--- config.mk ---
export PLATFORM = sky130hd
export DESIGN_NAME = triangle_stimulus_gen_flat
export DESIGN_NICKNAME = d
export VERILOG_FILES = /design/src/rtl/triangle_stimulus_gen_pkg.sv /design/src/rtl/triangle_stimulus_gen_if.sv /design/src/rtl/triangle_stimulus_gen_hold_timer.sv /design/src/rtl/triangle_stimulus_gen.sv /design/src/flat_wrapper.sv
export SDC_FILE = /design/constraint.sdc
export NUM_CORES = 1
export LEC_CHECK = 0
export ABC_AREA = 1
export CAP_MARGIN = 15
export CORE_MARGIN = 2
export CORE_UTILIZATION = 59
export DETAILED_ROUTE_END_ITERATION = 16
export PLACE_DENSITY = 0.84
export SLEW_MARGIN = 20
export SYNTH_ARGS = -nofsm -noshare
export SYNTH_HDL_FRONTEND = slang
export SYNTH_SLANG_ARGS = --single-unit
--- constraint.sdc ---
create_clock -name clk -period 5.3 [get_ports clk]
set_clock_uncertainty 0.1 [all_clocks]
set_input_delay 0.53 -clock clk [delete_from_list [all_inputs] [get_ports clk]]
set_output_delay 0.53 -clock clk [all_outputs]
set_load 0.005 [all_outputs]
--- src/rtl/triangle_stimulus_gen_pkg.sv ---
// Shared definitions for the triangle stimulus generator: state encoding
// and default bus widths matching the peak_detection data path.
package tsg_pkg;

    localparam int DEF_WIDTH    = 16;
    localparam int DEF_HOLD_W   = 16;
    localparam int DEF_PERIOD_W = 8;

    typedef logic [1:0] state_t;

    localparam state_t ST_IDLE = 2'd0;
    localparam state_t ST_RISE = 2'd1;
    localparam state_t ST_FALL = 2'd2;

endpackage

--- src/rtl/triangle_stimulus_gen_if.sv ---
// Control, configuration and sample bus of the triangle stimulus generator.
// The master drives start/config and observes the samples; the slave is the generator.
interface triangle_stimulus_gen_if #(
    parameter int WIDTH    = 16,
    parameter int HOLD_W   = 16,
    parameter int PERIOD_W = 8
);
    logic                start;
    logic                enable;
    logic [HOLD_W-1:0]   hold_cycles;
    logic [WIDTH-1:0]    step;
    logic [WIDTH-1:0]    low_limit;
    logic [WIDTH-1:0]    high_limit;
    logic [PERIOD_W-1:0] num_periods;

    logic [WIDTH-1:0]    output_data;
    logic                sample_strobe;
    logic                peak_flag;
    logic                trough_flag;
    logic                busy;
    logic                done;
    logic                config_error;

    modport master (
        output start, enable, hold_cycles, step, low_limit, high_limit, num_periods,
        input  output_data, sample_strobe, peak_flag, trough_flag, busy, done, config_error
    );

    modport slave (
        input  start, enable, hold_cycles, step, low_limit, high_limit, num_periods,
        output output_data, sample_strobe, peak_flag, trough_flag, busy, done, config_error
    );

endinterface

--- src/rtl/triangle_stimulus_gen_hold_timer.sv ---
// Programmable prescaler: while run is high, tick fires once every
// max(hold_cycles,1) clocks; clear restarts the interval.
module hold_timer #(
    parameter int HOLD_W = 16
) (
    input  logic              clk,
    input  logic              reset,
    input  logic              run,
    input  logic              clear,
    input  logic [HOLD_W-1:0] hold_cycles,
    output logic              tick
);

    logic [HOLD_W-1:0] cnt_q;
    logic [HOLD_W-1:0] cnt_d;
    logic [HOLD_W-1:0] last_cnt;

    // NOTE: every signal written here gets a default first, so no path can infer a latch.
    always_comb begin
        last_cnt = '0;
        if (hold_cycles != '0) begin
            last_cnt = hold_cycles - HOLD_W'(1);
        end
        tick  = run && (cnt_q == last_cnt);
        cnt_d = cnt_q;
        if (clear) begin
            cnt_d = '0;
        end else if (run) begin
            cnt_d = tick ? '0 : cnt_q + HOLD_W'(1);
        end
    end

    // NOTE: sequential state uses non-blocking assignments so every flop samples pre-edge values.
    always_ff @(posedge clk or posedge reset) begin
        if (reset) begin
            cnt_q <= '0;
        end else begin
            cnt_q <= cnt_d;
        end
    end

endmodule

--- src/rtl/triangle_stimulus_gen.sv ---
// Triangle-wave sample source: ramps low_limit -> high_limit -> low_limit in
// fixed steps, each value held a programmable number of clocks, for N periods.
module triangle_stimulus_gen
    import tsg_pkg::*;
#(
    parameter int WIDTH    = DEF_WIDTH,
    parameter int HOLD_W   = DEF_HOLD_W,
    parameter int PERIOD_W = DEF_PERIOD_W
) (
    input  logic clk,
    input  logic reset,
    triangle_stimulus_gen_if.slave bus
);

    state_t              state_q, state_d;
    logic [WIDTH-1:0]    value_q, value_d;
    logic                strobe_q, strobe_d;
    logic                peak_q, peak_d;
    logic                trough_q, trough_d;
    logic                done_q, done_d;
    logic                cfg_err_q, cfg_err_d;
    logic [PERIOD_W-1:0] period_q, period_d;

    logic [HOLD_W-1:0]   hold_cfg_q, hold_cfg_d;
    logic [WIDTH-1:0]    step_q, step_d;
    logic [WIDTH-1:0]    low_q, low_d;
    logic [WIDTH-1:0]    high_q, high_d;
    logic [PERIOD_W-1:0] nper_q, nper_d;

    logic                start_ok;
    logic                accept;
    logic                run;
    logic                tick;
    logic [WIDTH:0]      sum;
    logic                at_peak;
    logic                at_trough;
    logic [PERIOD_W-1:0] period_inc;
    logic                last_period;

    always_comb begin
        start_ok    = bus.start && (bus.step != '0) && (bus.low_limit < bus.high_limit);
        accept      = (state_q == ST_IDLE) && start_ok;
        run         = (state_q != ST_IDLE) && bus.enable;
        sum         = {1'b0, value_q} + {1'b0, step_q};
        at_peak     = sum >= {1'b0, high_q};
        // value_q never drops below low_q while falling, so the difference cannot wrap
        at_trough   = (value_q - low_q) <= step_q;
        period_inc  = period_q + PERIOD_W'(1);
        last_period = (nper_q != '0) && (period_inc == nper_q);
    end

    hold_timer #(.HOLD_W(HOLD_W)) u_hold_timer (
        .clk         (clk),
        .reset       (reset),
        .run         (run),
        .clear       (accept),
        .hold_cycles (hold_cfg_q),
        .tick        (tick)
    );

    always_ff @(posedge clk or posedge reset) begin
        if (reset) begin
            state_q <= ST_IDLE;
        end else begin
            state_q <= state_d;
        end
    end

    always_comb begin
        state_d = state_q;
        unique case (state_q)
            ST_IDLE: if (start_ok) state_d = ST_RISE;
            ST_RISE: if (tick && at_peak) state_d = ST_FALL;
            ST_FALL: if (tick && at_trough) state_d = last_period ? ST_IDLE : ST_RISE;
            default: state_d = ST_IDLE;
        endcase
    end

    always_comb begin
        value_d    = value_q;
        strobe_d   = 1'b0;
        peak_d     = 1'b0;
        trough_d   = 1'b0;
        done_d     = 1'b0;
        cfg_err_d  = 1'b0;
        period_d   = period_q;
        hold_cfg_d = hold_cfg_q;
        step_d     = step_q;
        low_d      = low_q;
        high_d     = high_q;
        nper_d     = nper_q;
        unique case (state_q)
            ST_IDLE: begin
                if (start_ok) begin
                    hold_cfg_d = bus.hold_cycles;
                    step_d     = bus.step;
                    low_d      = bus.low_limit;
                    high_d     = bus.high_limit;
                    nper_d     = bus.num_periods;
                    value_d    = bus.low_limit;
                    strobe_d   = 1'b1;
                    period_d   = '0;
                end else if (bus.start) begin
                    cfg_err_d  = 1'b1;
                end
            end
            ST_RISE: begin
                if (tick) begin
                    strobe_d = 1'b1;
                    if (at_peak) begin
                        value_d = high_q;
                        peak_d  = 1'b1;
                    end else begin
                        value_d = sum[WIDTH-1:0];
                    end
                end
            end
            ST_FALL: begin
                if (tick) begin
                    strobe_d = 1'b1;
                    if (at_trough) begin
                        value_d  = low_q;
                        trough_d = 1'b1;
                        period_d = period_inc;
                        done_d   = last_period;
                    end else begin
                        value_d  = value_q - step_q;
                    end
                end
            end
            default: ;
        endcase
    end

    always_ff @(posedge clk or posedge reset) begin
        if (reset) begin
            value_q    <= '0;
            strobe_q   <= 1'b0;
            peak_q     <= 1'b0;
            trough_q   <= 1'b0;
            done_q     <= 1'b0;
            cfg_err_q  <= 1'b0;
            period_q   <= '0;
            hold_cfg_q <= '0;
            step_q     <= '0;
            low_q      <= '0;
            high_q     <= '0;
            nper_q     <= '0;
        end else begin
            value_q    <= value_d;
            strobe_q   <= strobe_d;
            peak_q     <= peak_d;
            trough_q   <= trough_d;
            done_q     <= done_d;
            cfg_err_q  <= cfg_err_d;
            period_q   <= period_d;
            hold_cfg_q <= hold_cfg_d;
            step_q     <= step_d;
            low_q      <= low_d;
            high_q     <= high_d;
            nper_q     <= nper_d;
        end
    end

    assign bus.output_data   = value_q;
    assign bus.sample_strobe = strobe_q;
    assign bus.peak_flag     = peak_q;
    assign bus.trough_flag   = trough_q;
    assign bus.done          = done_q;
    assign bus.config_error  = cfg_err_q;
    assign bus.busy          = (state_q != ST_IDLE);

endmodule

--- src/flat_wrapper.sv ---
// flat-port wrapper written by rule: the top's interface ports become plain ports
module triangle_stimulus_gen_flat import tsg_pkg::*;
#(
    parameter int WIDTH    = DEF_WIDTH,
    parameter int HOLD_W   = DEF_HOLD_W,
    parameter int PERIOD_W = DEF_PERIOD_W
)
  (clk, reset, bus_start, bus_enable, bus_hold_cycles, bus_step, bus_low_limit, bus_high_limit, bus_num_periods, bus_output_data, bus_sample_strobe, bus_peak_flag, bus_trough_flag, bus_busy, bus_done, bus_config_error);
  triangle_stimulus_gen_if #(.WIDTH(WIDTH), .HOLD_W(HOLD_W), .PERIOD_W(PERIOD_W)) bus_i ();
  input  logic clk;
  input  logic reset;
  input wire logic [$bits(bus_i.start)-1:0] bus_start;
  input wire logic [$bits(bus_i.enable)-1:0] bus_enable;
  input wire logic [$bits(bus_i.hold_cycles)-1:0] bus_hold_cycles;
  input wire logic [$bits(bus_i.step)-1:0] bus_step;
  input wire logic [$bits(bus_i.low_limit)-1:0] bus_low_limit;
  input wire logic [$bits(bus_i.high_limit)-1:0] bus_high_limit;
  input wire logic [$bits(bus_i.num_periods)-1:0] bus_num_periods;
  output wire logic [$bits(bus_i.output_data)-1:0] bus_output_data;
  output wire logic [$bits(bus_i.sample_strobe)-1:0] bus_sample_strobe;
  output wire logic [$bits(bus_i.peak_flag)-1:0] bus_peak_flag;
  output wire logic [$bits(bus_i.trough_flag)-1:0] bus_trough_flag;
  output wire logic [$bits(bus_i.busy)-1:0] bus_busy;
  output wire logic [$bits(bus_i.done)-1:0] bus_done;
  output wire logic [$bits(bus_i.config_error)-1:0] bus_config_error;
  assign bus_i.start = bus_start;
  assign bus_i.enable = bus_enable;
  assign bus_i.hold_cycles = bus_hold_cycles;
  assign bus_i.step = bus_step;
  assign bus_i.low_limit = bus_low_limit;
  assign bus_i.high_limit = bus_high_limit;
  assign bus_i.num_periods = bus_num_periods;
  assign bus_output_data = bus_i.output_data;
  assign bus_sample_strobe = bus_i.sample_strobe;
  assign bus_peak_flag = bus_i.peak_flag;
  assign bus_trough_flag = bus_i.trough_flag;
  assign bus_busy = bus_i.busy;
  assign bus_done = bus_i.done;
  assign bus_config_error = bus_i.config_error;
  triangle_stimulus_gen #(.WIDTH(WIDTH), .HOLD_W(HOLD_W), .PERIOD_W(PERIOD_W)) u_core (.clk(clk), .reset(reset), .bus(bus_i));
endmodule
==> metrics.md, run 1 <==
| Metric | Value |
|---|---|
| R2r startpoint | u_core.bus.output_data[2] |
| Largest net degree at the start of global routing | 78 |
| Slowest CP cell | dfrtp_1 |
| Worst setup SP type | register |
| Syn Area/Cell | about 7.0 µm² |
| Tot GR Track Use | 33.16% |
| Ant. Diodes | 0 |
| # IOs | 98 |
| # port buffers | 97 |
| Commonest non-fill, non-tap cell in the layout | nand2_1 |
| Count of cell types in the netlist | 42 |
| Most frequent CP cell | nand2_1 |
| Min-delay src | u_core.high_q[2] |
| Share of layout cells above drive strength 1 | under 10% |
| Compound-cell area share of the yosys netlist | roughly an eighth |
| Die height | 133.9 µm |
| Most frequent cells in the layout | nand2_1 (315), inv_1 (187), nor2_1 (172) |
| Mux contribution to synthesized area | approximately 1.4% |
| CP Depth | 19 |
| Starting Density | 60.20% |
| Register bit total from synthesis | 119 |
| Slew at the pin with the worst max-slew slack | 1.026 ns |
| Critical path type | register to register |
| Worst setup EP type | register |
| Crit. Startpoint | u_core.bus.output_data[2] |
| CP Data Required Time | about 5.5 ns |
| Largest family of logic cells by synthesized area | simple AND/OR/NAND/NOR gates |
| H-tree depth | 4 |
| Setup Viol. Count Final | 0 |
| Rel. slew slack | a little under a third |
| Post-Synthesis Cell Area | ~9900 µm² |
| Vias/cell | between 5 and 6 |
| Fin crit period | slightly below 5 ns |
| Drt drc | 0 |
| Initial DRC Count | about 1000 |
| Die width | roughly 130 µm |
| CP cell instances | ha_1 -> nand2_1 -> o21ai_0 -> a21oi_1 -> o21ai_0 -> a21oi_1 -> o21bai_1 -> a21oi_1 -> xor2_1 -> ha_1 -> nand2_1 -> nor4_1 -> nand3_1 -> nand2_1 -> nand2_2 -> o21ai_0 -> nand3_2 -> nand2_1 -> o21ai_1 |
| Hold Path Stages | 2 |
| Fraction of registers with async set/reset | 100.0% |
| Status | completed |
| DP Wirelength | 21.86 mm |
| Max_cap viols | 0 |
| First-pass GRT wire length | about 47 mm |
| Synth Area in Adders | a little over an eighth |
| Top cells by area, synth | dfrtp_1 (30%), ha_1 (13%), nand2_1 (12%) |
| Post-synth EDFFs | 0 |
| Vias | 9900 |
| WL per Instance | between 15 and 20 µm |
| RSZ-0062 raised after global routing | false |
| Clock Root Buffer | clkbuf_16 |
| Worst hold path class | register to register |
| Predominant post-synthesis flop cell | dfrtp_1 |
| Clk sinks | about 120 |
| Cell family with most CP delay | compound AO/OA/AOI/OAI gates |
| XOR/XNOR Fraction of Synth Area | 4.930% |
| Area leader, netlist | dfrtp_1 |
| DRT Pass-1 Iters | 6 |
| CTS tree | done |
| Setup TNS Final | 0 ns |
| Hold_buf cts | 0 |
| Die area | ~18000 µm² |
| Hold Fails Final Rpt | 0 |
| CP Buf/Inv Count | 0 |
| Crit path DAT | approximately 5.0 ns |
| Simple-gate share of the synthesized area | 29.57% |
| Num rows | 47 |
| Critical Path Fanout Max | 17 |
| Routed Antenna Nets | 0 |
| Area share of the largest cell type after synthesis | between 20 and 30% |
| Worst-Skew Late Latency | 0.44 ns |
| Syn-to-layout area delta | 17.85% |
| Synthesized instance count | ~1400 |
| Ys Warns | 0 |
| Max stage delay on crit path | roughly 0.43 ns |
| Initial antenna violation count | 0 |
| Final period util | just over 90% |
| Vias in the first global route | about 9600 |
| Final Slew Violations | 0 |
| FMAX | slightly above 200 MHz |
| Placer Congestion | between 0.9 and 1 |
| Nets | ~1700 |
| Synthesized Nets | approximately 1600 |
| Post-synthesis sequential area ratio | approximately 30% |
| Total CTS buffers | 17 |
| R2R cell count | 19 |
| Final wirelength | 28.83 mm |
| Clock-pin slew on the worst setup and hold paths | roughly 0.06 ns |
| Max Buffers Root-to-Sink | 2 |
| Core area | roughly 17000 µm² |
| Gr ovfl total | 0 |
sequential cells by signal, indices dropped and copies added, names as in the netlist:
name,flops
u_core.u_hold_timer.cnt_q,16
u_core.bus.config_error,1
u_core.low_q,16
u_core.high_q,16
u_core.nper_q,8
u_core.bus.output_data,16
u_core.bus.trough_flag,1
u_core.bus.done,1
u_core.hold_cfg_q,16
u_core.state_q,2
u_core.bus.sample_strobe,1
u_core.period_q,8
u_core.bus.peak_flag,1
u_core.step_q,16
layout make-up:
class,count,area (µm²)
timing repair buffer,106,1039
fill,1400,4801
sequential,119,2978
clock inverter,15,191.4
tap,220,275.3
inverter,190,715.7
clock buffer,17,425.4
multi-input combinational,1081,6100
final timing paths:
check	to	slack [ns]
worst max-delay path	u_core.period_q[5]	0.49
worst min-delay path	u_core.high_q[2]	0.39
worst max register to register	u_core.period_q[5]	0.49
worst min register to register	u_core.high_q[2]	0.39
max in group asynchronous	u_core.low_q[12]	3.39
min in group asynchronous	u_core.bus.peak_flag	0.58
cell usage after synthesis (all sizes together) (2+ instances only):
library cell  number
a211oi             4
a21boi             3
a21o               5
a21oi            127
a31oi              2
buf               11
clkbuf            25
clkinv             2
dfrtp            119
fa                 3
ha               100
inv              188
mux2              12
nand2            322
nand3             98
nand3b             9
nand4             31
nor2             179
nor3              25
nor4               6
o21ai             70
o21bai             5
o22ai              6
o31ai              3
or2                9
xnor2             11
xor2              45
worst reg2reg max path, stage by stage, from the launching register on:
cell,delay [ns]
dfrtp_1,0.43
ha_1,0.37
nand2_1,0.07
o21ai_0,0.33
a21oi_1,0.18
o21ai_0,0.34
a21oi_1,0.11
o21bai_1,0.29
a21oi_1,0.14
xor2_1,0.16
ha_1,0.30
nand2_1,0.09
nor4_1,0.37
nand3_1,0.15
nand2_1,0.20
nand2_2,0.30
o21ai_0,0.22
nand3_2,0.28
nand2_1,0.17
o21ai_1,0.08
what timing repair did:
item,4_1_cts,5_1_grt
gates resized for setup,0,1
setup endpoints to repair,0,16
buffers inserted,0,0
stage by stage:
step	utilization, %	setup WS, ns	hold slack [ns]	area (µm²)	instances
6_report	70.95	0.4886	0.3854	11720	1748
5_1_grt	70.95	0.06214	0.4141	11720	1748
3_3_place_gp	67.20	0.6260	0.3687	11100	1716
2_1_floorplan	-	1.304	0.3530	9948	1426
4_1_cts	70.93	0.3460	0.3902	11720	1748
3_5_place_dp	67.20	0.4195	0.3742	11100	1716
metal layers:
| metal | vias up | track usage (%) | share of wire, % | routed length, µm |
|---|---|---|---|---|
| met5 | - | 0 | 0 | 0 |
| met4 | 0 | 15.07 | 3.6 | 1041 |
| met3 | 73 | 5.404 | 7.9 | 2274 |
| met2 | 461 | 51.99 | 45 | 12990 |
| met1 | 4527 | 45.26 | 43 | 12520 |
| li1 | 4839 | - | - | - |
cell families (layout without fill, tap and decap cells):
family,Yosys count,after routing
buffers and inverters,226,328
DFF,119,119
xor gates and xnor gates,56,56
and+or+nand+nor,681,681
AOI/OAI and AO/OA,229,229
adders and majority gates,103,103
muxes,12,12
Power of run 1 is left out: the tool's default activity adds up to more than one toggle a clock period on the data nets, which glitch-free logic cannot reach.
==> inputs of run 2 (changes only) <==
--- a/config.mk
+++ b/config.mk
@@ -11,6 +11,7 @@
 export CORE_UTILIZATION = 59
 export DETAILED_ROUTE_END_ITERATION = 16
 export PLACE_DENSITY = 0.84
+export RECOVER_POWER = 25
 export SLEW_MARGIN = 20
 export SYNTH_ARGS = -nofsm -noshare
 export SYNTH_HDL_FRONTEND = slang
==> run 2 against run 1 <==
Against the previous run:
- die area did not move
- utilization about the same
- global-route usage unchanged
- hold slack is essentially flat
- clock-buffer cell count unchanged
- critical path depth is the same
- largest cell class unchanged
- cell area about the same
- the run now ends with capacitance limit, slew limit left
- cell count unchanged
- maximum frequency barely moved
- first-iteration DRC count up 0.21%
==> metrics.md, run 2 (synthesis gave the netlist of run 1 again) <==
| Metric | Value |
|---|---|
| # IOs | 98 (unchanged) |
| Slowest CP cell | dfrtp_1 (unchanged) |
| R2R Setup Slk | 0.49 ns (about the same) |
| Final wirelength | 28.81 mm (was 28.83 mm) |
| Nets | 1694 (unchanged) |
| Max stage delay on crit path | 0.43 ns (about the same) |
| Share of layout cells above drive strength 1 | 5.105% (unchanged) |
| Worst setup EP type | register (unchanged) |
| Most frequent cells in the layout | nand2_1 (315), inv_1 (187), nor2_1 (172) (unchanged) |
| WL per Instance | 16.48 µm (was 16.49 µm) |
| Worst setup SP type | register (unchanged) |
| R2r startpoint | u_core.bus.output_data[2] (unchanged) |
| Max Buffers Root-to-Sink | 2 (unchanged) |
| Critical Path Fanout Max | 17 (unchanged) |
| Setup Viol. Count Final | 0 (unchanged) |
| Gr ovfl total | 0 (unchanged) |
| Final Slew Violations | 78 (was 0) |
| Initial DRC Count | 975 (was 973) |
| Worst-Skew Late Latency | 0.44 ns (about the same) |
| FMAX | 208.0 MHz (was 207.8 MHz) |
| Clock Root Buffer | clkbuf_16 (unchanged) |
| Vias in the first global route | 9559 (unchanged) |
| Setup TNS Final | 0 ns (unchanged) |
| Syn-to-layout area delta | 17.83% (was 17.85%) |
| Ant. Diodes | 0 (unchanged) |
| Vias | 9882 (was 9900) |
| CTS tree | done (unchanged) |
| Clock-pin slew on the worst setup and hold paths | 0.06 ns (about the same) |
| Final period util | 90.72% (was 90.78%) |
| Hold_buf cts | 0 (unchanged) |
| Total CTS buffers | 17 (unchanged) |
| Initial antenna violation count | 0 (unchanged) |
| Multi-input logic area | 6100 µm² (unchanged) |
| Min-delay src | u_core.high_q[2] (unchanged) |
| Num rows | 47 (unchanged) |
| CP cell instances | ha_1 -> nand2_1 -> o21ai_0 -> a21oi_1 -> o21ai_0 -> a21oi_1 -> o21bai_1 -> a21oi_1 -> xor2_1 -> ha_1 -> nand2_1 -> nor4_1 -> nand3_1 -> nand2_1 -> nand2_2 -> o21ai_0 -> nand3_2 -> nand2_1 -> o21ai_1 (unchanged) |
| Max_cap viols | 1 (was 0) |
| Failing checks | capacitance limit, slew limit |
| Placed insts | 1716 (unchanged) |
| Critical path type | register to register (unchanged) |
| # fillers | 1399 (was 1400) |
| Placer Congestion | 0.9786 (unchanged) |
| Clk sinks | 119 (unchanged) |
| Post_cts resized | 0 (unchanged) |
| Cell family with most CP delay | compound AO/OA/AOI/OAI gates (unchanged) |
| DRT Pass-1 Iters | 6 (unchanged) |
| Reg-to-Reg End | u_core.period_q[5] (unchanged) |
| Hold endpoint | u_core.high_q[2] (unchanged) |
| Final hold slack | 0.3854 ns (about the same) |
| Status | finished with violations (was completed) |
| Core area | 16520 µm² (unchanged) |
| Drt drc | 0 (unchanged) |
| # port buffers | 97 (unchanged) |
| Post-CTS setup buffers | 0 (unchanged) |
| Sequential cell area | 2978 µm² (unchanged) |
| Commonest non-fill, non-tap cell in the layout | nand2_1 (unchanged) |
| Tot GR Track Use | 33.16% (unchanged) |
| CP Buf/Inv Count | 0 (unchanged) |
| Die width | 133.9 µm (unchanged) |
| Slew at the pin with the worst max-slew slack | 3.634 ns (was 1.026 ns) |
| Pre-CTS setup slack | 0.4195 ns (unchanged) |
| Fin crit period | 4.808 ns (was 4.811 ns) |
| Worst hold path class | register to register (unchanged) |
| R2R cell count | 19 (unchanged) |
| Die area | 17920 µm² (unchanged) |
| Hold Fails Final Rpt | 0 (unchanged) |
| Vias/cell | 5.653 (was 5.664) |
| RSZ-0062 raised after global routing | false (unchanged) |
| Crit path DAT | 5.02 ns (about the same) |
| Non-Filler Instances | 1748 (unchanged) |
| Worst Slack Setup Final | 0.4918 ns (was 0.4886 ns) |
| H-tree depth | 4 (unchanged) |
| CP Data Required Time | 5.51 ns (about the same) |
| Most frequent CP cell | nand2_1 (unchanged) |
| Hold Path Stages | 2 (unchanged) |
| Rel. slew slack | -143.6% (was 31.38%) |
| First-pass GRT wire length | 47.09 mm (unchanged) |
| Routed Antenna Nets | 0 (unchanged) |
| Die height | 133.9 µm (unchanged) |
| Starting Density | 60.20% (unchanged) |
| Largest net degree at the start of global routing | 78 (unchanged) |
| DP Wirelength | 21.86 mm (unchanged) |
run 2: worst min-delay path, cell delays in order (launching register included):
cell     delay, ns
dfrtp_1       0.35
nand2_1       0.05
o21ai_0       0.05
run 2: worst max-delay path by stage:
stage | start | to | slack, ns | cells past startpoint
after floorplan | u_core.bus.output_data[0] | u_core.bus.output_data[5] | 1.30 | 25
after global placement | u_core.bus.output_data[2] | u_core.period_q[1] | 0.63 | 19
after detailed placement | u_core.bus.output_data[2] | u_core.period_q[2] | 0.42 | 19
after CTS | u_core.bus.output_data[2] | u_core.period_q[5] | 0.35 | 19
after global routing | u_core.bus.output_data[2] | u_core.period_q[5] | 0.06 | 19
final | u_core.bus.output_data[2] | u_core.period_q[5] | 0.49 | 19
run 2: area by class of cell:
type	instances	area share [%]
well taps	220	2.348
multi-input cells	1081	52.03
clock buffers	17	3.629
inverters	190	6.095
repair buffers	106	8.859
flip-flops and latches	119	25.40
clock inverters	15	1.633
run 2: routing by layer:
metal | vias to the layer above | track usage (%) | share of wire, %
li1 | 4839 | - | -
met1 | 4512 | 45.26 | 44
met2 | 456 | 51.99 | 45
met3 | 75 | 5.404 | 7.8
met4 | 0 | 15.07 | 3.6
met5 | - | 0 | 0
run 2: through the flow:
| stage | instance area [µm²] | util, % |
|---|---|---|
| after floorplan | 9948 | - |
| after CTS | 11720 | 70.93 |
| after global routing | 11720 | 70.94 |
| final | 11720 | 70.94 |
| after detailed placement | 11100 | 67.20 |
| after global placement | 11100 | 67.20 |
Power of run 2 is left out for the same reason.
==> inputs of run 3 (changes only) <==
--- a/config.mk
+++ b/config.mk
@@ -7,7 +7,7 @@
 export LEC_CHECK = 0
 export ABC_AREA = 1
 export CAP_MARGIN = 15
-export CORE_MARGIN = 2
+export CORE_MARGIN = 5
 export CORE_UTILIZATION = 59
 export DETAILED_ROUTE_END_ITERATION = 16
 export PLACE_DENSITY = 0.84
==> run 3 against run 2 <==
Against the previous run:
- the flow still finishes with violations (capacitance limit, slew limit)
- critical path type unchanged
- highest routed layer unchanged
- maximum frequency fell by 1.4%
- global-route usage fell by 3.5 points
- flip-flop and latch count is the same
- non-clock buffer count fell by 2
- critical path depth unchanged
==> metrics.md, run 3 (synthesis gave the netlist of run 1 again) <==
| Metric | Value |
|---|---|
| Critical path type | register to register (unchanged) |
| Setup TNS Final | 0 ns (unchanged) |
| Setup Viol. Count Final | 0 (unchanged) |
| Clock Root Buffer | clkbuf_16 (unchanged) |
| WL per Instance | 16.83 µm (was 16.48 µm) |
| Cell family with most CP delay | compound AO/OA/AOI/OAI gates (unchanged) |
| Die width | 139.9 µm (was 133.9 µm) |
| DP Wirelength | 22.34 mm (was 21.86 mm) |
| Placer Congestion | 0.9412 (was 0.9786) |
| Ant. Diodes | 0 (unchanged) |
| R2r startpoint | u_core.bus.output_data[2] (unchanged) |
| Crit. Startpoint | u_core.bus.output_data[2] (unchanged) |
| Rel. slew slack | -121.6% (was -143.6%) |
| Max_cap viols | 1 (unchanged) |
| Worst-Skew Late Latency | 0.43 ns (was 0.44 ns) |
| Max stage delay on crit path | 0.43 ns (about the same) |
| Initial DRC Count | 1215 (was 975) |
| Worst setup SP type | register (unchanged) |
| Final period util | 92.05% (was 90.72%) |
| Final wirelength | 29.36 mm (was 28.81 mm) |
| # port buffers | 97 (unchanged) |
| Min-delay src | u_core.high_q[12] (was u_core.high_q[2]) |
| Syn-to-layout area delta | 18.29% (was 17.83%) |
| H-tree depth | 4 (unchanged) |
| Gr ovfl total | 0 (unchanged) |
| Vias in the first global route | 9331 (was 9559) |
| Initial antenna violation count | 0 (unchanged) |
| Share of layout cells above drive strength 1 | 4.918% (was 5.105%) |
| Starting Density | 59.99% (was 60.20%) |
| Vias | 9919 (was 9882) |
| DRT Pass-1 Iters | 5 (was 6) |
| Commonest non-fill, non-tap cell in the layout | nand2_1 (unchanged) |
| Die area | 19560 µm² (was 17920 µm²) |
| Status | finished with violations (unchanged) |
| # IOs | 98 (unchanged) |
| Post-CTS setup buffers | 0 (unchanged) |
| Fin crit period | 4.879 ns (was 4.808 ns) |
| Worst hold path class | register to register (unchanged) |
| First-pass GRT wire length | 47.07 mm (was 47.09 mm) |
| Vias/cell | 5.684 (was 5.653) |
| Nets | 1692 (was 1694) |
| Slew at the pin with the worst max-slew slack | 3.325 ns (was 3.634 ns) |
| Largest net degree at the start of global routing | 82 (was 78) |
| CP Data Required Time | 5.51 ns (about the same) |
| Critical Path Fanout Max | 17 (unchanged) |
| Routed Antenna Nets | 0 (unchanged) |
| FMAX | 205.0 MHz (was 208.0 MHz) |
| Core area | 16580 µm² (was 16520 µm²) |
| Clk sinks | 119 (unchanged) |
| Final Slew Violations | 82 (was 78) |
| Tot GR Track Use | 29.67% (was 33.16%) |
| Total CTS buffers | 17 (unchanged) |
| Num rows | 47 (unchanged) |
| CP cell instances | ha_1 -> nand2_1 -> o21ai_0 -> a21oi_1 -> o21ai_0 -> a21oi_1 -> o21bai_1 -> a21oi_1 -> xor2_1 -> ha_1 -> nand2_1 -> nor4_1 -> nand3_1 -> nand2_1 -> nand2_2 -> o21ai_0 -> nand3_2 -> nand2_1 -> o21ai_1 (unchanged) |
| Die height | 139.9 µm (was 133.9 µm) |
| Slowest CP cell | dfrtp_1 (unchanged) |
| Most frequent cells in the layout | nand2_1 (315), inv_1 (188), nor2_1 (172) (was nand2_1 (315), inv_1 (187), nor2_1 (172)) |
| RSZ-0062 raised after global routing | false (unchanged) |
| Failing checks | capacitance limit, slew limit (unchanged) |
| CTS tree | done (unchanged) |
| Drt drc | 0 (unchanged) |
| Most frequent CP cell | nand2_1 (unchanged) |
| Max Buffers Root-to-Sink | 2 (unchanged) |
| Clock-pin slew on the worst setup and hold paths | 0.06 ns (about the same) |
| Hold Fails Final Rpt | 0 (unchanged) |
| Worst setup EP type | register (unchanged) |
| CP Buf/Inv Count | 0 (unchanged) |
| Crit path DAT | 5.09 ns (was 5.02 ns) |
==> run 3: cell count changes in the layout (fill, tap and decap cells not counted), sizes merged <==
cell and delta:
buf -2, inv -3, clkinvlp -1, bufinv +3
==> run 3: timing repair <==
item,4_1_cts,5_1_grt
hold buffers,0,0
setup endpoints to repair,0,12
resized for setup,0,2
==> run 3: worst min-delay path: cells and delay by family (launching register included) <==
family	cells	cell delay [ns]
and+or+nand+nor	1	0.05
AOI/OAI and AO/OA	1	0.06
DFF	1	0.35
==> run 3: path summary, 6_finish.rpt <==
path,slack [ns],depth (start not counted),endpoint
setup / recovery,0.42,19,u_core.period_q[1]
hold / removal,0.39,2,u_core.high_q[12]
setup reg to reg,0.42,19,u_core.period_q[1]
hold reg to reg,0.39,2,u_core.high_q[12]
max in group asynchronous,1.53,2,u_core.high_q[2]
min in group asynchronous,1.67,2,u_core.u_hold_timer.cnt_q[5]
==> run 3: final cells by class <==
type	instances	area, µm²
Fill cell	1411	4816
Clock buffer	17	425.4
Timing Repair Buffer	104	1023
Inverter	190	713.2
Clock inverter	14	247.7
Sequential cell	119	2978
Multi-Input combinational cell	1081	6105
Tap cell	220	275.3
==> run 3: per-stage QoR <==
stage | setup slack [ns] | instances | cell area, µm² | util, % | hold WS (ns)
4_1_cts | 0.3271 | 1745 | 11760 | 70.93 | 0.3911
3_3_place_gp | 0.6981 | 1714 | 11090 | 66.87 | 0.3683
5_1_grt | 0.03185 | 1745 | 11770 | 70.96 | 0.3999
6_report | 0.4213 | 1745 | 11770 | 70.96 | 0.3890
3_5_place_dp | 0.4352 | 1714 | 11090 | 66.87 | 0.3750
2_1_floorplan | 1.304 | 1426 | 9948 | - | 0.3530
==> run 3: routing by layer <==
| metal | vias to the layer above | global-route usage [%] | routed length [µm] |
|---|---|---|---|
| met5 | - | 0 | 0 |
| met4 | 0 | 10.81 | 879 |
| met3 | 63 | 5.180 | 1948 |
| met2 | 409 | 46.75 | 13310 |
| met1 | 4620 | 41.11 | 13220 |
| li1 | 4827 | - | - |
Power of run 3 is left out for the same reason.
